File: src/rtl/bus_pkg.sv
// Shared definitions for the system bus arbiter: access-type codes,
// master ids, arbiter FSM encoding and the read-return tag.
package bus_pkg;

  localparam logic [2:0] ACC_IDLE   = 3'b000;
  localparam logic [2:0] ACC_BYTE   = 3'b001;
  localparam logic [2:0] ACC_HALF   = 3'b010;
  localparam logic [2:0] ACC_WORD   = 3'b011;
  localparam logic [2:0] ACC_BYTE_U = 3'b100;
  localparam logic [2:0] ACC_HALF_U = 3'b101;

  localparam logic M0 = 1'b0;
  localparam logic M1 = 1'b1;

  typedef enum logic [1:0] {
    ST_IDLE  = 2'd0,
    ST_LOCK0 = 2'd1,
    ST_LOCK1 = 2'd2
  } arb_state_t;

  typedef struct packed {
    logic valid;
    logic id;
  } rd_tag_t;

endpackage

File: src/rtl/rd_tag_pipe.sv
// Fixed-depth shift pipeline carrying {valid, id} for each issued transfer,
// so read data can be steered back to the master that issued the read.
module rd_tag_pipe
  import bus_pkg::*;
#(
  parameter int DEPTH = 1
) (
  input  logic    clk,
  input  logic    rst_n,
  input  rd_tag_t tag_in,
  output rd_tag_t tag_out
);

  rd_tag_t stage_q [DEPTH];

  // Shift one stage per cycle; reset drops every read still in flight.
  always_ff @(posedge clk or negedge rst_n) begin
    if (!rst_n) begin
      for (int i = 0; i < DEPTH; i++) stage_q[i] <= '0;
    end else begin
      stage_q[0] <= tag_in;
      for (int i = 1; i < DEPTH; i++) stage_q[i] <= stage_q[i-1];
    end
  end

  assign tag_out = stage_q[DEPTH-1];

endmodule

File: src/rtl/sys_bus_arbiter.sv
// Two-master arbiter in front of bus_controller. Master 0 has fixed
// priority; master 1 is protected against starvation; either master may
// lock the bus for a bounded number of consecutive transfers.
//
//   state    | meaning
//   ---------+----------------------------------------------
//   ST_IDLE  | no lock held, normal priority arbitration
//   ST_LOCK0 | master 0 owns the bus, master 1 held off
//   ST_LOCK1 | master 1 owns the bus, master 0 held off
module sys_bus_arbiter
  import bus_pkg::*;
#(
  parameter int ADDR_W     = 32,
  parameter int DATA_W     = 32,
  parameter int RD_LAT     = 1,
  parameter int STARVE_MAX = 8,
  parameter int LOCK_MAX   = 16
) (
  input  logic              clk,
  input  logic              rst_n,
  input  logic              m0_req,
  input  logic              m0_we,
  input  logic              m0_lock,
  input  logic [ADDR_W-1:0] m0_addr,
  input  logic [2:0]        m0_ctrl,
  input  logic [DATA_W-1:0] m0_wdata,
  output logic              m0_gnt,
  output logic              m0_rvalid,
  output logic [DATA_W-1:0] m0_rdata,
  input  logic              m1_req,
  input  logic              m1_we,
  input  logic              m1_lock,
  input  logic [ADDR_W-1:0] m1_addr,
  input  logic [2:0]        m1_ctrl,
  input  logic [DATA_W-1:0] m1_wdata,
  output logic              m1_gnt,
  output logic              m1_rvalid,
  output logic [DATA_W-1:0] m1_rdata,
  output logic [ADDR_W-1:0] s_addr,
  output logic [2:0]        s_ctrl,
  output logic [DATA_W-1:0] s_wdata,
  output logic              s_we,
  input  logic [DATA_W-1:0] s_rdata,
  output logic              lock_err
);

  localparam int SW = $clog2(STARVE_MAX + 1);
  localparam int LW = $clog2(LOCK_MAX + 1);

  arb_state_t        state_q, state_d;
  logic [SW-1:0]     starve_cnt;
  logic [LW-1:0]     lock_cnt, lock_cnt_d, lock_next;
  logic              pri_vld_q, pri_vld_d;
  logic              pri_id_q, pri_id_d;
  logic              lock_err_d;
  logic              starve_sat, favour1, gnt_lock;
  rd_tag_t           tag_in, tag_out;
  logic [DATA_W-1:0] rdata0_q, rdata1_q;

  assign starve_sat = (starve_cnt == SW'(STARVE_MAX));

  // Grant decision: owner-only while locked, otherwise m0 first unless a
  // post-break priority or m1 starvation says otherwise. Nothing during reset.
  always_comb begin
    m0_gnt  = 1'b0;
    m1_gnt  = 1'b0;
    favour1 = pri_vld_q ? (pri_id_q == M1) : (m1_req && starve_sat);
    case (state_q)
      ST_LOCK0: m0_gnt = m0_req;
      ST_LOCK1: m1_gnt = m1_req;
      default: begin
        if (favour1) begin
          m1_gnt = m1_req;
          m0_gnt = m0_req && !m1_req;
        end else begin
          m0_gnt = m0_req;
          m1_gnt = m1_req && !m0_req;
        end
      end
    endcase
    if (!rst_n) begin
      m0_gnt = 1'b0;
      m1_gnt = 1'b0;
    end
  end

  // Lock tracking: any cycle without a locked grant returns to IDLE; a
  // locked grant that reaches LOCK_MAX breaks the lock and hands priority over.
  always_comb begin
    state_d    = ST_IDLE;
    lock_cnt_d = '0;
    pri_vld_d  = 1'b0;
    pri_id_d   = pri_id_q;
    lock_err_d = 1'b0;
    gnt_lock   = (m0_gnt && m0_lock) || (m1_gnt && m1_lock);
    lock_next  = (state_q == ST_IDLE) ? LW'(1) : lock_cnt + LW'(1);
    if (gnt_lock) begin
      if (lock_next >= LW'(LOCK_MAX)) begin
        lock_err_d = 1'b1;
        pri_vld_d  = 1'b1;
        pri_id_d   = m1_gnt ? M0 : M1;
      end else begin
        state_d    = m1_gnt ? ST_LOCK1 : ST_LOCK0;
        lock_cnt_d = lock_next;
      end
    end
  end

  // FSM, lock counter, break priority and lock_err pulse.
  always_ff @(posedge clk or negedge rst_n) begin
    if (!rst_n) begin
      state_q   <= ST_IDLE;
      lock_cnt  <= '0;
      pri_vld_q <= 1'b0;
      pri_id_q  <= M0;
      lock_err  <= 1'b0;
    end else begin
      state_q   <= state_d;
      lock_cnt  <= lock_cnt_d;
      pri_vld_q <= pri_vld_d;
      pri_id_q  <= pri_id_d;
      lock_err  <= lock_err_d;
    end
  end

  // Count consecutive refused m1 requests, saturating at STARVE_MAX.
  always_ff @(posedge clk or negedge rst_n) begin
    if (!rst_n) begin
      starve_cnt <= '0;
    end else if (!m1_req || m1_gnt) begin
      starve_cnt <= '0;
    end else if (!starve_sat) begin
      starve_cnt <= starve_cnt + SW'(1);
    end
  end

  // Slave port follows the granted master; idle access when nobody is granted.
  always_comb begin
    s_addr  = m0_addr;
    s_wdata = m0_wdata;
    s_ctrl  = ACC_IDLE;
    s_we    = 1'b0;
    if (m1_gnt) begin
      s_addr  = m1_addr;
      s_wdata = m1_wdata;
      s_ctrl  = m1_ctrl;
      s_we    = m1_we;
    end else if (m0_gnt) begin
      s_ctrl  = m0_ctrl;
      s_we    = m0_we;
    end
  end

  assign tag_in.valid = (m0_gnt || m1_gnt) && !s_we;
  assign tag_in.id    = m1_gnt ? M1 : M0;

  rd_tag_pipe #(.DEPTH(RD_LAT)) u_rd_tag_pipe (
    .clk     (clk),
    .rst_n   (rst_n),
    .tag_in  (tag_in),
    .tag_out (tag_out)
  );

  assign m0_rvalid = tag_out.valid && (tag_out.id == M0);
  assign m1_rvalid = tag_out.valid && (tag_out.id == M1);
  assign m0_rdata  = m0_rvalid ? s_rdata : rdata0_q;
  assign m1_rdata  = m1_rvalid ? s_rdata : rdata1_q;

  // Keep each master's last returned word so rdata holds between returns.
  always_ff @(posedge clk or negedge rst_n) begin
    if (!rst_n) begin
      rdata0_q <= '0;
      rdata1_q <= '0;
    end else begin
      if (m0_rvalid) rdata0_q <= s_rdata;
      if (m1_rvalid) rdata1_q <= s_rdata;
    end
  end

endmodule

File: config.mk
export PLATFORM = sky130hd
export DESIGN_NAME = sys_bus_arbiter
export DESIGN_NICKNAME = d
export VERILOG_FILES = /design/src/rtl/bus_pkg.sv /design/src/rtl/rd_tag_pipe.sv /design/src/rtl/sys_bus_arbiter.sv
export SDC_FILE = /design/constraint.sdc
export NUM_CORES = 1
export LEC_CHECK = 0
export CAP_MARGIN = 20
export CORE_AREA = 2 2 121 123
export DETAILED_ROUTE_END_ITERATION = 8
export DIE_AREA = 0 0 123 125
export GPL_ROUTABILITY_DRIVEN = 0
export HOLD_SLACK_MARGIN = 0.05
export PLACE_DENSITY = 0.73
export SLEW_MARGIN = 20
export SYNTH_ARGS = -nofsm -noshare
export SYNTH_HDL_FRONTEND = slang
export SYNTH_SLANG_ARGS = --single-unit
File: constraint.sdc
create_clock -name clk -period 2.4 [get_ports clk]
set_input_delay 0.48 -clock clk [delete_from_list [all_inputs] [get_ports clk]]
set_output_delay 0.48 -clock clk [all_outputs]
set_load 0.05 [all_outputs]
==> impl_results.html, run 1 <==
<table>
<tr><th>Metric</th><th>Value</th></tr>
<tr><th colspan="2">Status</th></tr>
<tr><td>Outcome</td><td>finished with violations</td></tr>
<tr><td>Violations in the final reports</td><td>setup timing</td></tr>
<tr><th colspan="2">Synthesis</th></tr>
<tr><td>Asr flop ratio synth</td><td>100%</td></tr>
<tr><td>Post-synth EDFFs</td><td>0</td></tr>
<tr><td>Library cell occupying the most area in the post-synthesis netlist</td><td>sky130_fd_sc_hd__dfrtp_1</td></tr>
<tr><td>Yosys Warn Count</td><td>0</td></tr>
<tr><td>Register area share after synthesis</td><td>46.0%</td></tr>
<tr><td>Count of distinct cell types in the synthesized netlist</td><td>42</td></tr>
<tr><td>Synthesized instance count</td><td>288</td></tr>
<tr><td>Synthesized cell area</td><td>4300 um2</td></tr>
<tr><td>Dominant register cell in the synthesized netlist</td><td>sky130_fd_sc_hd__dfrtp_1</td></tr>
<tr><td>Synthesized area per cell</td><td>14.9 um2</td></tr>
<tr><td>Top-area cell type share of the netlist area</td><td>46.0%</td></tr>
<tr><td>Syn Nets</td><td>468</td></tr>
<tr><td>Number of register bits inferred by synthesis</td><td>79</td></tr>
<tr><td>Largest cells by area after synthesis</td><td>sky130_fd_sc_hd__dfrtp_1 (46%), sky130_fd_sc_hd__mux2_4 (22%), sky130_fd_sc_hd__mux2_2 (17%), sky130_fd_sc_hd__buf_6 (1.8%), sky130_fd_sc_hd__ha_1 (1.7%)</td></tr>
<tr><th colspan="2">Pwr</th></tr>
<tr><td>Maximum vdd ir drop</td><td>0.000404 V</td></tr>
<tr><td>Cell leakage power</td><td>4.07 nW</td></tr>
<tr><td>Power density over the cells</td><td>842 nW/um2</td></tr>
<tr><th colspan="2">Final layout</th></tr>
<tr><td>Most common library cell in the layout ignoring fill and taps</td><td>sky130_fd_sc_hd__clkdlybuf4s50_1</td></tr>
<tr><td>Register Area</td><td>1980 um2</td></tr>
<tr><td>Net total in the final layout</td><td>824</td></tr>
<tr><td>Util after Layout</td><td>61.6%</td></tr>
<tr><td>Layout cell share with drive strength beyond 1</td><td>55.2%</td></tr>
<tr><td>Total area of multi-input combinational cells</td><td>2240 um2</td></tr>
<tr><td>Number of diodes</td><td>0</td></tr>
<tr><td>Syn-to-layout area delta</td><td>104%</td></tr>
<tr><td>Most used cells in the layout excluding fill and tap cells</td><td>sky130_fd_sc_hd__clkdlybuf4s50_1 (170), sky130_fd_sc_hd__dfrtp_1 (78), sky130_fd_sc_hd__buf_4 (74), sky130_fd_sc_hd__buf_6 (68), sky130_fd_sc_hd__mux2_2 (65)</td></tr>
<tr><td>Post-route cell area</td><td>8740 um2</td></tr>
<tr><td>FILL cells</td><td>1099</td></tr>
<tr><th colspan="2">Worst setup path</th></tr>
<tr><td>CP Cell Sequence</td><td>inv_2, ha_4, nand3b_4, o2111ai_4, nand2_8, buf_4, buf_16, mux2_4, buf_6</td></tr>
<tr><td>Buffering stage count on the worst path with inverters included</td><td>4</td></tr>
<tr><td>Required time of the critical path</td><td>1920 ps</td></tr>
<tr><td>Critical path arrival</td><td>2240 ps</td></tr>
<tr><td>Crit path max-delay cell type</td><td>sky130_fd_sc_hd__dfrtp_1</td></tr>
<tr><td>Worst-path fanout max</td><td>9</td></tr>
<tr><td>CP startpoint kind</td><td>register</td></tr>
<tr><td>Setup Crit Path Kind</td><td>reg2out</td></tr>
<tr><td>Max incr delay on CP</td><td>390 ps</td></tr>
<tr><td>Kind of cell adding the most delay to the critical path</td><td>buffers and inverters</td></tr>
<tr><td>Element type at the critical path end</td><td>primary output</td></tr>
<tr><th colspan="2">STA</th></tr>
<tr><td>RSZ-0062 raised after global routing</td><td>yes</td></tr>
<tr><td>Fin. Hold Viols</td><td>0</td></tr>
<tr><td>Crit share post-route</td><td>113%</td></tr>
<tr><td>Hold Worst Slack</td><td>160 ps</td></tr>
<tr><td>Max frequency</td><td>0.368 GHz</td></tr>
<tr><td>Transition at the pin with the smallest max-transition slack</td><td>783 ps</td></tr>
<tr><td>Final number of max-transition violations</td><td>0</td></tr>
<tr><td>Worst-case headroom to the max-slew limit</td><td>47.8%</td></tr>
<tr><td>Final setup skew</td><td>6.28 ps</td></tr>
<tr><td>Final worst slack</td><td>-319 ps</td></tr>
<tr><td>Period minus WS final</td><td>2720 ps</td></tr>
<tr><td>Final setup viols</td><td>69</td></tr>
<tr><th colspan="2">Floorplan</th></tr>
<tr><td>Vertical die dimension</td><td>125 um</td></tr>
<tr><td>Die width</td><td>123 um</td></tr>
<tr><td>Area of the core region</td><td>14200 um2</td></tr>
<tr><td>I/O pins</td><td>311</td></tr>
<tr><td>Overall die area</td><td>15400 um2</td></tr>
<tr><td>Initial Util</td><td>30.2%</td></tr>
<tr><td>Placement row count</td><td>44</td></tr>
<tr><th colspan="2">Placement</th></tr>
<tr><td>Place WS</td><td>-298 ps</td></tr>
<tr><td>Post-Place Cell Area</td><td>7840 um2</td></tr>
<tr><td>DP Wirelength</td><td>12.7 mm</td></tr>
<tr><td>Count of buffers from port buffering</td><td>310</td></tr>
<tr><th colspan="2">Drt</th></tr>
<tr><td>Initial drt markers</td><td>139</td></tr>
<tr><td>Number of detailed-route iterations in the first pass</td><td>4</td></tr>
<tr><td>Routed Wire Length</td><td>16.5 mm</td></tr>
<tr><td>Via count</td><td>3861</td></tr>
<tr><td>Avg WL per Cell</td><td>19.8 um</td></tr>
<tr><td>Drc violations</td><td>0</td></tr>
<tr><td>Per-cell via count in the routed design</td><td>4.64</td></tr>
<tr><td>Count of antenna-violating nets left after detailed routing</td><td>0</td></tr>
<tr><th colspan="2">GRT</th></tr>
<tr><td>Via count of the first global-routing pass</td><td>4221</td></tr>
<tr><td>Gr ovfl total</td><td>0</td></tr>
<tr><td>Wire length of the first global-routing pass</td><td>24.3 mm</td></tr>
<tr><td>Initial antenna violation count</td><td>0</td></tr>
<tr><td>Overall global routing resource usage</td><td>21.2%</td></tr>
<tr><td>Maximum number of pins on one net before global-route repair</td><td>65</td></tr>
<tr><th colspan="2">Job</th></tr>
<tr><td>Max Cap Violations</td><td>0</td></tr>
<tr><th colspan="2">Worst hold path</th></tr>
<tr><td>Hold WC Path Type</td><td>in2async</td></tr>
<tr><th colspan="2">Clock tree</th></tr>
<tr><td>Library cell used as clock root buffer</td><td>sky130_fd_sc_hd__clkbuf_16</td></tr>
<tr><td>Number of buffers created by CTS</td><td>9</td></tr>
<tr><td>Clock network latency to the later pin of the worst-skew pair</td><td>330 ps</td></tr>
<tr><td>Hold-fix buffer count after cts</td><td>0</td></tr>
<tr><td>Number of buffers on the longest clock path</td><td>2</td></tr>
<tr><td>Clk pin slew, worst setup/hold paths</td><td>60 ps</td></tr>
<tr><td>CTS H-tree depth</td><td>3</td></tr>
<tr><td>Number of sinks on the clock net</td><td>79</td></tr>
<tr><td>TritonCTS clock tree</td><td>yes</td></tr>
</table>
-- final timing paths --
check | start | end | slack, ps | cells after the start
worst max-delay path | starve_cnt[1] | s_wdata[12] | -320 | 9
worst min-delay path | rst_n | u_rd_tag_pipe.tag_out[0] | 160 | 2
worst max register to register | state_q[1] | u_rd_tag_pipe.tag_out[1] | 250 | 10
worst min register to register | rdata0_q[0] | rdata0_q[0] | 500 | 1
max in group asynchronous | rst_n | rdata0_q[18] | 1510 | 2
min in group clk | rdata0_q[0] | rdata0_q[0] | 500 | 1
-- cell usage after synthesis, types with 2 or more instances --
library cell	instances
sky130_fd_sc_hd__xnor2_1	2
sky130_fd_sc_hd__inv_1	9
sky130_fd_sc_hd__mux2_4	64
sky130_fd_sc_hd__nor2_1	2
sky130_fd_sc_hd__a32o_1	4
sky130_fd_sc_hd__xor2_1	3
sky130_fd_sc_hd__buf_1	3
sky130_fd_sc_hd__nor2b_1	2
sky130_fd_sc_hd__nor3_1	2
sky130_fd_sc_hd__buf_2	3
sky130_fd_sc_hd__nand3_1	3
sky130_fd_sc_hd__buf_6	7
sky130_fd_sc_hd__ha_1	6
sky130_fd_sc_hd__a2111oi_0	2
sky130_fd_sc_hd__nand2_1	4
sky130_fd_sc_hd__mux2_2	65
sky130_fd_sc_hd__dfrtp_1	79
sky130_fd_sc_hd__o21ai_0	2
sky130_fd_sc_hd__and3_1	3
-- kinds of logic after synthesis --
group	after synthesis	share of synthesized area, %
compound gates	20	4.31
xor+xnor	5	1.02
fa+ha+maj	6	1.75
buf+inv	23	3.32
flops	79	46.0
mux	129	39.4
other cells	1	0.0873
simple gates	25	4.08
-- metal layers --
| metal | routed length, um | track usage (%) | vias up |
|---|---|---|---|
| met5 | 0 | 0 | - |
| li1 | - | - | 1761 |
| met3 | 1390 | 6.11 | 12 |
| met4 | 144 | 4.08 | 0 |
| met2 | 8540 | 37.1 | 177 |
| met1 | 6400 | 25.8 | 1911 |
-- area by class of cell --
| cell class | count | share of cell area, % |
|---|---|---|
| clock buffers | 11 | 2.89 |
| clock inverters | 5 | 0.730 |
| inverters | 9 | 0.458 |
| multi-input cells | 186 | 25.6 |
| flip-flops and latches | 79 | 22.6 |
| well taps | 184 | 2.63 |
| repair buffers | 359 | 45.0 |
-- power breakdown --
part	internal (mW)	total [mW]	switching, mW
logic	1.84	4.19	2.35
clock network	0.869	1.40	0.534
registers	1.68	1.77	0.0918
-- registers in the layout, indices dropped and copies added (netlist names) --
register and flops:
rdata0_q 32, rdata1_q 32, lock_cnt 5, starve_cnt 4, state_q 2, u_rd_tag_pipe.tag_out 2, pri_id_q 1, pri_vld_q 1
-- through the flow --
step / instances / TNS [ps] / total power, mW
after floorplan: 288 / 0 / 4.09
after global placement: 795 / -16590 / 5.78
after detailed placement: 795 / -18430 / 5.84
after CTS: 824 / -18310 / 7.40
after global routing: 833 / -22360 / 7.64
final: 833 / -17820 / 7.36
-- what timing repair did --
item                       CTS  global route
pin swaps                    4             4
setup endpoints to repair   69            70
resized for setup           98             7
gates cloned                 4             1
hold endpoints to repair     0             0
buffers inserted             9            11
(Power assumes the default switching activity.)
==> inputs of run 2 (changes only) <==
--- a/config.mk
+++ b/config.mk
@@ -6,12 +6,13 @@
 export NUM_CORES = 1
 export LEC_CHECK = 0
 export CAP_MARGIN = 20
-export CORE_AREA = 2 2 121 123
+export CORE_AREA = 2 2 120 122
 export DETAILED_ROUTE_END_ITERATION = 8
-export DIE_AREA = 0 0 123 125
+export DIE_AREA = 0 0 122 124
 export GPL_ROUTABILITY_DRIVEN = 0
 export HOLD_SLACK_MARGIN = 0.05
-export PLACE_DENSITY = 0.73
+export PLACE_DENSITY = 0.74
+export SETUP_SLACK_MARGIN = 0.02
 export SLEW_MARGIN = 20
 export SYNTH_ARGS = -nofsm -noshare
 export SYNTH_HDL_FRONTEND = slang
==> constraint.sdc (replaced) <==
create_clock -name clk -period 3.13 [get_ports clk]
set_input_delay 0.626 -clock clk [delete_from_list [all_inputs] [get_ports clk]]
set_output_delay 0.626 -clock clk [all_outputs]
set_load 0.05 [all_outputs]
==> run 2 against run 1 <==
Compared with the run above:
- the run now ends clean
- hold slack improved by 330 ps
- register-to-register slack improved by 800 ps
- cell area shrank 2.8%
- clock skew decreased by 0.73 ps
- cell count decreased by 3.6%
- sequential share of layout area is 0.64 points higher
- critical path depth decreased by 2
- non-clock buffer count is 27 lower
- die area down 1.6%
- first-iteration DRC count grew 16%
- combinational power decreased by 25%
- sequential cell count unchanged
- largest cell class unchanged
- largest power group unchanged
==> impl_results.html, run 2 (synthesis results as in run 1) <==
<table>
<tr><th>Metric</th><th>Value</th></tr>
<tr><th colspan="2">Clock tree</th></tr>
<tr><td>TritonCTS clock tree</td><td>yes (unchanged)</td></tr>
<tr><td>Number of buffers created by CTS</td><td>9 (unchanged)</td></tr>
<tr><td>Clk pin slew, worst setup/hold paths</td><td>60 ps (about the same)</td></tr>
<tr><td>Number of sinks on the clock net</td><td>79 (unchanged)</td></tr>
<tr><td>Library cell used as clock root buffer</td><td>sky130_fd_sc_hd__clkbuf_16 (unchanged)</td></tr>
<tr><td>Number of buffers on the longest clock path</td><td>2 (unchanged)</td></tr>
<tr><td>Clock network latency to the later pin of the worst-skew pair</td><td>330 ps (about the same)</td></tr>
<tr><td>CTS H-tree depth</td><td>3 (unchanged)</td></tr>
<tr><th colspan="2">Worst setup path</th></tr>
<tr><td>Startpoint of the most critical register-to-register path</td><td>state_q[0] (was state_q[1])</td></tr>
<tr><td>Required time of the critical path</td><td>2500 ps (was 1920 ps)</td></tr>
<tr><td>Kind of cell adding the most delay to the critical path</td><td>buffers and inverters (unchanged)</td></tr>
<tr><td>Path depth of the worst reg2reg path</td><td>9 (was 10)</td></tr>
<tr><td>Setup slack on the worst flop-to-flop path</td><td>1050 ps (was 250 ps)</td></tr>
<tr><td>Setup Crit Path Kind</td><td>in2out (was reg2out)</td></tr>
<tr><td>Buffering stage count on the worst path with inverters included</td><td>4 (unchanged)</td></tr>
<tr><td>Critical R2R Capture</td><td>state_q[0] (was u_rd_tag_pipe.tag_out[1])</td></tr>
<tr><td>Crit path max-delay cell type</td><td>sky130_fd_sc_hd__clkdlybuf4s50_1 (was sky130_fd_sc_hd__dfrtp_1)</td></tr>
<tr><td>Max incr delay on CP</td><td>570 ps (was 390 ps)</td></tr>
<tr><td>CP Cell Sequence</td><td>clkdlybuf4s50_1, o2111ai_4, nand2_8, clkbuf_16, clkinvlp_4, a32o_1, buf_12 (was inv_2, ha_4, nand3b_4, o2111ai_4, nand2_8, buf_4, buf_16, mux2_4, buf_6)</td></tr>
<tr><td>Element type at the critical path end</td><td>primary output (unchanged)</td></tr>
<tr><td>Worst-path fanout max</td><td>8 (was 9)</td></tr>
<tr><td>CP startpoint kind</td><td>input port (was register)</td></tr>
<tr><td>Critical path arrival</td><td>2420 ps (was 2240 ps)</td></tr>
<tr><th colspan="2">Final layout</th></tr>
<tr><td>Most used cells in the layout excluding fill and tap cells</td><td>sky130_fd_sc_hd__clkdlybuf4s50_1 (183), sky130_fd_sc_hd__dfrtp_1 (79), sky130_fd_sc_hd__buf_4 (67), sky130_fd_sc_hd__mux2_2 (65), sky130_fd_sc_hd__mux2_4 (64) (was sky130_fd_sc_hd__clkdlybuf4s50_1 (170), sky130_fd_sc_hd__dfrtp_1 (78), sky130_fd_sc_hd__buf_4 (74), sky130_fd_sc_hd__buf_6 (68), sky130_fd_sc_hd__mux2_2 (65))</td></tr>
<tr><td>Layout cell share with drive strength beyond 1</td><td>49.4% (was 55.2%)</td></tr>
<tr><td>Net total in the final layout</td><td>798 (was 824)</td></tr>
<tr><td>Number of diodes</td><td>0 (unchanged)</td></tr>
<tr><td>Most common library cell in the layout ignoring fill and taps</td><td>sky130_fd_sc_hd__clkdlybuf4s50_1 (unchanged)</td></tr>
<tr><td>Syn-to-layout area delta</td><td>97.8% (was 104%)</td></tr>
<tr><td>Final cell count without fillers</td><td>803 (was 833)</td></tr>
<tr><td>Top flop regs</td><td>rdata0_q (32), rdata1_q (32), lock_cnt (5) (unchanged)</td></tr>
<tr><td>Register Area</td><td>1980 um2 (about the same)</td></tr>
<tr><td>Post-route cell area</td><td>8500 um2 (was 8740 um2)</td></tr>
<tr><td>Total area of multi-input combinational cells</td><td>2230 um2 (was 2240 um2)</td></tr>
<tr><td>FILL cells</td><td>1044 (was 1099)</td></tr>
<tr><th colspan="2">Placement</th></tr>
<tr><td>Post-Place Cell Area</td><td>7770 um2 (was 7840 um2)</td></tr>
<tr><td>Count of buffers from port buffering</td><td>310 (unchanged)</td></tr>
<tr><td>Placed Cells</td><td>773 (was 795)</td></tr>
<tr><td>DP Wirelength</td><td>12.6 mm (was 12.7 mm)</td></tr>
<tr><th colspan="2">Floorplan</th></tr>
<tr><td>Initial Util</td><td>31.3% (was 30.2%)</td></tr>
<tr><td>Die width</td><td>122 um (was 123 um)</td></tr>
<tr><td>Area of the core region</td><td>13700 um2 (was 14200 um2)</td></tr>
<tr><td>Vertical die dimension</td><td>124 um (was 125 um)</td></tr>
<tr><td>I/O pins</td><td>311 (unchanged)</td></tr>
<tr><td>Placement row count</td><td>43 (was 44)</td></tr>
<tr><td>Overall die area</td><td>15100 um2 (was 15400 um2)</td></tr>
<tr><th colspan="2">Drt</th></tr>
<tr><td>Routed Wire Length</td><td>16.1 mm (was 16.5 mm)</td></tr>
<tr><td>Count of antenna-violating nets left after detailed routing</td><td>0 (unchanged)</td></tr>
<tr><td>Per-cell via count in the routed design</td><td>4.62 (was 4.64)</td></tr>
<tr><td>Number of detailed-route iterations in the first pass</td><td>4 (unchanged)</td></tr>
<tr><td>Drc violations</td><td>0 (unchanged)</td></tr>
<tr><td>Avg WL per Cell</td><td>20.1 um (was 19.8 um)</td></tr>
<tr><td>Initial drt markers</td><td>161 (was 139)</td></tr>
<tr><td>Via count</td><td>3706 (was 3861)</td></tr>
<tr><th colspan="2">GRT</th></tr>
<tr><td>Via count of the first global-routing pass</td><td>3846 (was 4221)</td></tr>
<tr><td>Maximum number of pins on one net before global-route repair</td><td>80 (was 65)</td></tr>
<tr><td>Initial antenna violation count</td><td>0 (unchanged)</td></tr>
<tr><td>Wire length of the first global-routing pass</td><td>21.6 mm (was 24.3 mm)</td></tr>
<tr><td>Overall global routing resource usage</td><td>18.8% (was 21.2%)</td></tr>
<tr><td>Gr ovfl total</td><td>0 (unchanged)</td></tr>
<tr><th colspan="2">STA</th></tr>
<tr><td>Setup TNS</td><td>0 ps (was -17820 ps)</td></tr>
<tr><td>Final setup skew</td><td>5.55 ps (was 6.28 ps)</td></tr>
<tr><td>Max frequency</td><td>0.328 GHz</td></tr>
<tr><td>Crit share post-route</td><td>97.4%</td></tr>
<tr><td>Final setup viols</td><td>0 (was 69)</td></tr>
<tr><td>RSZ-0062 raised after global routing</td><td>no (was yes)</td></tr>
<tr><td>Worst-case headroom to the max-slew limit</td><td>34.1% (was 47.8%)</td></tr>
<tr><td>Transition at the pin with the smallest max-transition slack</td><td>988 ps (was 783 ps)</td></tr>
<tr><td>Period minus WS final</td><td>3050 ps</td></tr>
<tr><td>Fin. Hold Viols</td><td>0 (unchanged)</td></tr>
<tr><td>Final number of max-transition violations</td><td>0 (unchanged)</td></tr>
<tr><th colspan="2">Worst hold path</th></tr>
<tr><td>Cell depth of the worst hold path</td><td>1</td></tr>
<tr><td>Worst hold start</td><td>rdata0_q[18]</td></tr>
<tr><td>Worst-case hold path end point</td><td>rdata0_q[18]</td></tr>
<tr><td>Hold WC Path Type</td><td>reg2reg (was in2async)</td></tr>
<tr><th colspan="2">Job</th></tr>
<tr><td>Max Cap Violations</td><td>0 (unchanged)</td></tr>
<tr><th colspan="2">Pwr</th></tr>
<tr><td>Power density over the cells</td><td>659 nW/um2 (was 842 nW/um2)</td></tr>
<tr><td>Cell leakage power</td><td>3.91 nW (was 4.07 nW)</td></tr>
<tr><td>Maximum vdd ir drop</td><td>0.000460 V (was 0.000404 V)</td></tr>
<tr><th colspan="2">Status</th></tr>
<tr><td>Outcome</td><td>finished, final reports clean (was finished with violations)</td></tr>
</table>
run 2: repair_timing:
| item | 4_1_cts | 5_1_grt |
|---|---|---|
| gates resized for setup | 2 | 45 |
| endpoints found under the setup margin | 4 | 69 |
| cloned | 0 | 10 |
| hold buffers | 0 | 0 |
| pin swaps | 0 | 2 |
| setup buffers | 0 | 4 |
run 2: per-layer routing:
layer / global-route usage, % / share of wire, %
met5: 0 / 0
met4: 6.03 / 1.9
met3: 7.05 / 8.4
met2: 33.2 / 53
met1: 20.9 / 37
run 2: how the worst max path moves through the flow:
stage	startpoint	end	cells past startpoint
after CTS	state_q[0]	s_ctrl[0]	9
after global routing	state_q[0]	s_ctrl[0]	9
after global placement	m1_req	s_addr[26]	7
after floorplan	pri_vld_q	s_ctrl[0]	5
after detailed placement	m1_req	s_addr[26]	7
final	m0_req	s_ctrl[1]	7
run 2: final cells by class:
type	instances	share of cell area, %
clock buffers	11	2.74
clock inverters	5	0.957
inverters	9	0.442
multi-input cells	187	26.3
flip-flops and latches	79	23.3
well taps	180	2.65
repair buffers	332	43.7
run 2: report_power, final:
group          leakage, nW  total, mW  internal, mW  switching (mW)
combinational         2.81       3.16          1.38            1.77
clock                0.150       1.09         0.700           0.392
sequential           0.953       1.35          1.29          0.0665
total                 3.91       5.60          3.37            2.23
run 2: metrics by stage:
stage	setup WS (ps)	hold WS [ps]	utilization, %	power (mW)
finish	81.4	495	61.9	5.60
global route	1.45	514	61.9	5.83
CTS	25.2	499	59.1	5.59
detailed placement	112	485	56.7	4.47
global placement	153	479	56.7	4.43
floorplan	290	330	-	3.13
==> inputs of run 3 (changes only) <==
--- a/config.mk
+++ b/config.mk
@@ -5,8 +5,8 @@
 export SDC_FILE = /design/constraint.sdc
 export NUM_CORES = 1
 export LEC_CHECK = 0
-export CAP_MARGIN = 20
 export CORE_AREA = 2 2 120 122
+export CTS_BUF_LIST = sky130_fd_sc_hd__clkbuf_4 sky130_fd_sc_hd__clkbuf_8 sky130_fd_sc_hd__clkbuf_16
 export DETAILED_ROUTE_END_ITERATION = 8
 export DIE_AREA = 0 0 122 124
 export GPL_ROUTABILITY_DRIVEN = 0
==> run 3 against run 2 <==
Compared with the run above:
- setup slack unchanged
- via count about the same
- clock power about the same
- critical path depth unchanged
- non-clock buffer count unchanged
- register-to-register slack about the same
- cell area about the same
- core utilization up 0.055 points
- maximum frequency unchanged
- sequential power about the same
- sequential cell count unchanged
- total power up 0.33%
==> impl_results.html, run 3 (synthesis results as in run 1) <==
<table>
<tr><th>Metric</th><th>Value</th></tr>
<tr><th colspan="2">Status</th></tr>
<tr><td>Outcome</td><td>finished, final reports clean (unchanged)</td></tr>
<tr><th colspan="2">Pwr</th></tr>
<tr><td>Internal Dissipation</td><td>3.39 mW (was 3.37 mW)</td></tr>
<tr><td>Clock network fraction of design power</td><td>19.8% (was 19.5%)</td></tr>
<tr><td>Net switching share of the total power</td><td>39.7% (was 39.8%)</td></tr>
<tr><td>Sequential power share</td><td>24.1% (was 24.2%)</td></tr>
<tr><td>Power density over the cells</td><td>661 nW/um2 (was 659 nW/um2)</td></tr>
<tr><td>Maximum vdd ir drop</td><td>0.000460 V (about the same)</td></tr>
<tr><td>Cell leakage power</td><td>3.92 nW (was 3.91 nW)</td></tr>
<tr><td>Part of the power in combinational logic</td><td>56.2% (was 56.3%)</td></tr>
<tr><td>Sw power</td><td>2.23 mW (about the same)</td></tr>
<tr><th colspan="2">Worst setup path</th></tr>
<tr><td>Critical path arrival</td><td>2420 ps (about the same)</td></tr>
<tr><td>Kind of cell adding the most delay to the critical path</td><td>buffers and inverters (unchanged)</td></tr>
<tr><td>Element type at the critical path end</td><td>primary output (unchanged)</td></tr>
<tr><td>Buffering stage count on the worst path with inverters included</td><td>4 (unchanged)</td></tr>
<tr><td>Worst-path fanout max</td><td>8 (unchanged)</td></tr>
<tr><td>Setup slack on the worst flop-to-flop path</td><td>1050 ps (about the same)</td></tr>
<tr><td>Path depth of the worst reg2reg path</td><td>9 (unchanged)</td></tr>
<tr><td>Max incr delay on CP</td><td>570 ps (about the same)</td></tr>
<tr><td>CP Cell Sequence</td><td>clkdlybuf4s50_1, o2111ai_4, nand2_8, clkbuf_16, clkinvlp_4, a32o_1, buf_12 (unchanged)</td></tr>
<tr><td>CP startpoint kind</td><td>input port (unchanged)</td></tr>
<tr><td>Startpoint of the most critical register-to-register path</td><td>state_q[0] (unchanged)</td></tr>
<tr><td>Crit path max-delay cell type</td><td>sky130_fd_sc_hd__clkdlybuf4s50_1 (unchanged)</td></tr>
<tr><td>Stages on the worst setup path</td><td>7 (unchanged)</td></tr>
<tr><td>Required time of the critical path</td><td>2500 ps (about the same)</td></tr>
<tr><td>Setup Crit Path Kind</td><td>in2out (unchanged)</td></tr>
<tr><td>Critical R2R Capture</td><td>state_q[0] (unchanged)</td></tr>
<tr><th colspan="2">Worst hold path</th></tr>
<tr><td>Worst hold start</td><td>rdata0_q[18] (unchanged)</td></tr>
<tr><td>Hold WC Path Type</td><td>reg2reg (unchanged)</td></tr>
<tr><td>Worst-case hold path end point</td><td>rdata0_q[18] (unchanged)</td></tr>
<tr><td>Cell depth of the worst hold path</td><td>1 (unchanged)</td></tr>
<tr><th colspan="2">Drt</th></tr>
<tr><td>Avg WL per Cell</td><td>20.1 um (about the same)</td></tr>
<tr><td>Number of detailed-route iterations in the first pass</td><td>4 (unchanged)</td></tr>
<tr><td>Drc violations</td><td>0 (unchanged)</td></tr>
<tr><td>Per-cell via count in the routed design</td><td>4.61 (was 4.62)</td></tr>
<tr><td>Count of antenna-violating nets left after detailed routing</td><td>0 (unchanged)</td></tr>
<tr><td>Routed Wire Length</td><td>16.1 mm (about the same)</td></tr>
<tr><td>Via count</td><td>3704 (was 3706)</td></tr>
<tr><td>Initial drt markers</td><td>161 (unchanged)</td></tr>
<tr><th colspan="2">Floorplan</th></tr>
<tr><td>I/O pins</td><td>311 (unchanged)</td></tr>
<tr><td>Vertical die dimension</td><td>124 um (unchanged)</td></tr>
<tr><td>Die width</td><td>122 um (unchanged)</td></tr>
<tr><td>Area of the core region</td><td>13700 um2 (unchanged)</td></tr>
<tr><td>Placement row count</td><td>43 (unchanged)</td></tr>
<tr><td>Initial Util</td><td>31.3% (unchanged)</td></tr>
<tr><td>Overall die area</td><td>15100 um2 (unchanged)</td></tr>
<tr><th colspan="2">Clock tree</th></tr>
<tr><td>Hold-fix buffer count after cts</td><td>0 (unchanged)</td></tr>
<tr><td>Number of buffers created by CTS</td><td>9 (unchanged)</td></tr>
<tr><td>Number of buffers on the longest clock path</td><td>2 (unchanged)</td></tr>
<tr><td>Clk pin slew, worst setup/hold paths</td><td>60 ps (about the same)</td></tr>
<tr><td>Clock network latency to the later pin of the worst-skew pair</td><td>330 ps (about the same)</td></tr>
<tr><td>Library cell used as clock root buffer</td><td>sky130_fd_sc_hd__clkbuf_16 (unchanged)</td></tr>
<tr><td>CTS H-tree depth</td><td>3 (unchanged)</td></tr>
<tr><td>TritonCTS clock tree</td><td>yes (unchanged)</td></tr>
<tr><td>Number of sinks on the clock net</td><td>79 (unchanged)</td></tr>
<tr><th colspan="2">STA</th></tr>
<tr><td>Final setup viols</td><td>0 (unchanged)</td></tr>
<tr><td>Hold Worst Slack</td><td>495 ps (unchanged)</td></tr>
<tr><td>Crit share post-route</td><td>97.4% (unchanged)</td></tr>
<tr><td>Final setup skew</td><td>5.55 ps (about the same)</td></tr>
<tr><td>Worst-case headroom to the max-slew limit</td><td>34.1% (about the same)</td></tr>
<tr><td>Fin. Hold Viols</td><td>0 (unchanged)</td></tr>
<tr><td>Transition at the pin with the smallest max-transition slack</td><td>988 ps (about the same)</td></tr>
<tr><td>RSZ-0062 raised after global routing</td><td>no (unchanged)</td></tr>
<tr><td>Setup TNS</td><td>0 ps (unchanged)</td></tr>
<tr><td>Max frequency</td><td>0.328 GHz (unchanged)</td></tr>
<tr><td>Final number of max-transition violations</td><td>0 (unchanged)</td></tr>
<tr><td>Period minus WS final</td><td>3050 ps (unchanged)</td></tr>
<tr><th colspan="2">GRT</th></tr>
<tr><td>Overall global routing resource usage</td><td>18.8% (unchanged)</td></tr>
<tr><td>Maximum number of pins on one net before global-route repair</td><td>80 (unchanged)</td></tr>
<tr><td>Gr ovfl total</td><td>0 (unchanged)</td></tr>
<tr><td>Wire length of the first global-routing pass</td><td>21.6 mm (unchanged)</td></tr>
<tr><td>Initial antenna violation count</td><td>0 (unchanged)</td></tr>
<tr><td>Via count of the first global-routing pass</td><td>3846 (unchanged)</td></tr>
<tr><th colspan="2">Final layout</th></tr>
<tr><td>Layout cell share with drive strength beyond 1</td><td>49.8% (was 49.4%)</td></tr>
<tr><td>Total area of multi-input combinational cells</td><td>2230 um2 (unchanged)</td></tr>
<tr><td>Most used cells in the layout excluding fill and tap cells</td><td>sky130_fd_sc_hd__clkdlybuf4s50_1 (183), sky130_fd_sc_hd__dfrtp_1 (79), sky130_fd_sc_hd__buf_4 (67), sky130_fd_sc_hd__mux2_2 (65), sky130_fd_sc_hd__mux2_4 (64) (unchanged)</td></tr>
<tr><td>Register Area</td><td>1980 um2 (unchanged)</td></tr>
<tr><td>Net total in the final layout</td><td>798 (unchanged)</td></tr>
<tr><td>FILL cells</td><td>1044 (unchanged)</td></tr>
<tr><td>Number of diodes</td><td>0 (unchanged)</td></tr>
<tr><td>Most common library cell in the layout ignoring fill and taps</td><td>sky130_fd_sc_hd__clkdlybuf4s50_1 (unchanged)</td></tr>
<tr><td>Top flop regs</td><td>rdata0_q (32), rdata1_q (32), lock_cnt (5) (unchanged)</td></tr>
<tr><td>Syn-to-layout area delta</td><td>98.0% (was 97.8%)</td></tr>
<tr><th colspan="2">Placement</th></tr>
<tr><td>Count of buffers from port buffering</td><td>310 (unchanged)</td></tr>
<tr><td>DP Wirelength</td><td>12.6 mm (unchanged)</td></tr>
<tr><th colspan="2">Job</th></tr>
<tr><td>Max Cap Violations</td><td>0 (unchanged)</td></tr>
</table>
[run 3: area by class of cell]
class                   instances  share of cell area [%]
clock buffers                  11                    2.82
inverters                       9                   0.441
repair buffers                332                    43.6
multi-input cells             187                    26.3
well taps                     180                    2.65
flip-flops and latches         79                    23.2
clock inverters                 5                   0.956
[run 3: timing repair]
| action | in CTS | in global routing |
|---|---|---|
| endpoints found under the hold margin | 0 | 0 |
| endpoints found under the setup margin | 4 | 69 |
| setup buffers | 0 | 4 |
| gates resized for setup | 2 | 45 |
| cloned | 0 | 10 |
| pin swaps | 0 | 2 |
[run 3: stage by stage]
step	instances	cell area, um2	total power [mW]	setup WS, ps	utilization [%]
after global placement	773	7770	4.43	153	56.7
after CTS	789	8110	5.61	25.2	59.1
final	803	8510	5.62	81.4	62.0
after detailed placement	773	7770	4.47	112	56.7
after global routing	803	8510	5.85	1.45	62.0
after floorplan	288	4300	3.13	290	-
[run 3: worst max path at each step]
stage / to / slack [ps] / start
2_1_floorplan: s_ctrl[0] / 290 / pri_vld_q
3_3_place_gp: s_addr[26] / 150 / m1_req
3_5_place_dp: s_addr[26] / 110 / m1_req
4_1_cts: s_ctrl[0] / 30 / state_q[0]
5_1_grt: s_ctrl[0] / 1 / state_q[0]
6_report: s_ctrl[1] / 80 / m0_req
[run 3: worst register-to-register path, cell delays in order (launching register included)]
cell and delay, ps:
sky130_fd_sc_hd__dfrtp_1 380, sky130_fd_sc_hd__inv_1 130, sky130_fd_sc_hd__ha_4 240, sky130_fd_sc_hd__inv_2 110, sky130_fd_sc_hd__o2111ai_4 220, sky130_fd_sc_hd__nand2_8 220, sky130_fd_sc_hd__clkbuf_16 200, sky130_fd_sc_hd__clkinvlp_4 130
sky130_fd_sc_hd__buf_4 190, sky130_fd_sc_hd__nor3_1 180
[run 3: layer usage]
metal  wire (um)  GRT usage, %  vias up  share of wire, %
li1            -             -     1716                 -
met2        8560          33.2      161                53
met4         304          6.03        0               1.9
met1        5920          20.9     1808                37
met5           0             0        -                 0
met3        1360          7.05       19               8.4
[run 3: power groups by stage]
| stage | Clock, mW | Sequential, mW | Combinational (mW) |
|---|---|---|---|
| 3_3_place_gp | 0 | 1.36 | 3.06 |
| 4_1_cts | 1.15 | 1.36 | 3.11 |
| 5_1_grt | 1.20 | 1.38 | 3.27 |
| 3_5_place_dp | 0 | 1.37 | 3.10 |
| 6_report | 1.11 | 1.35 | 3.16 |
| 2_1_floorplan | 0 | 1.35 | 1.78 |
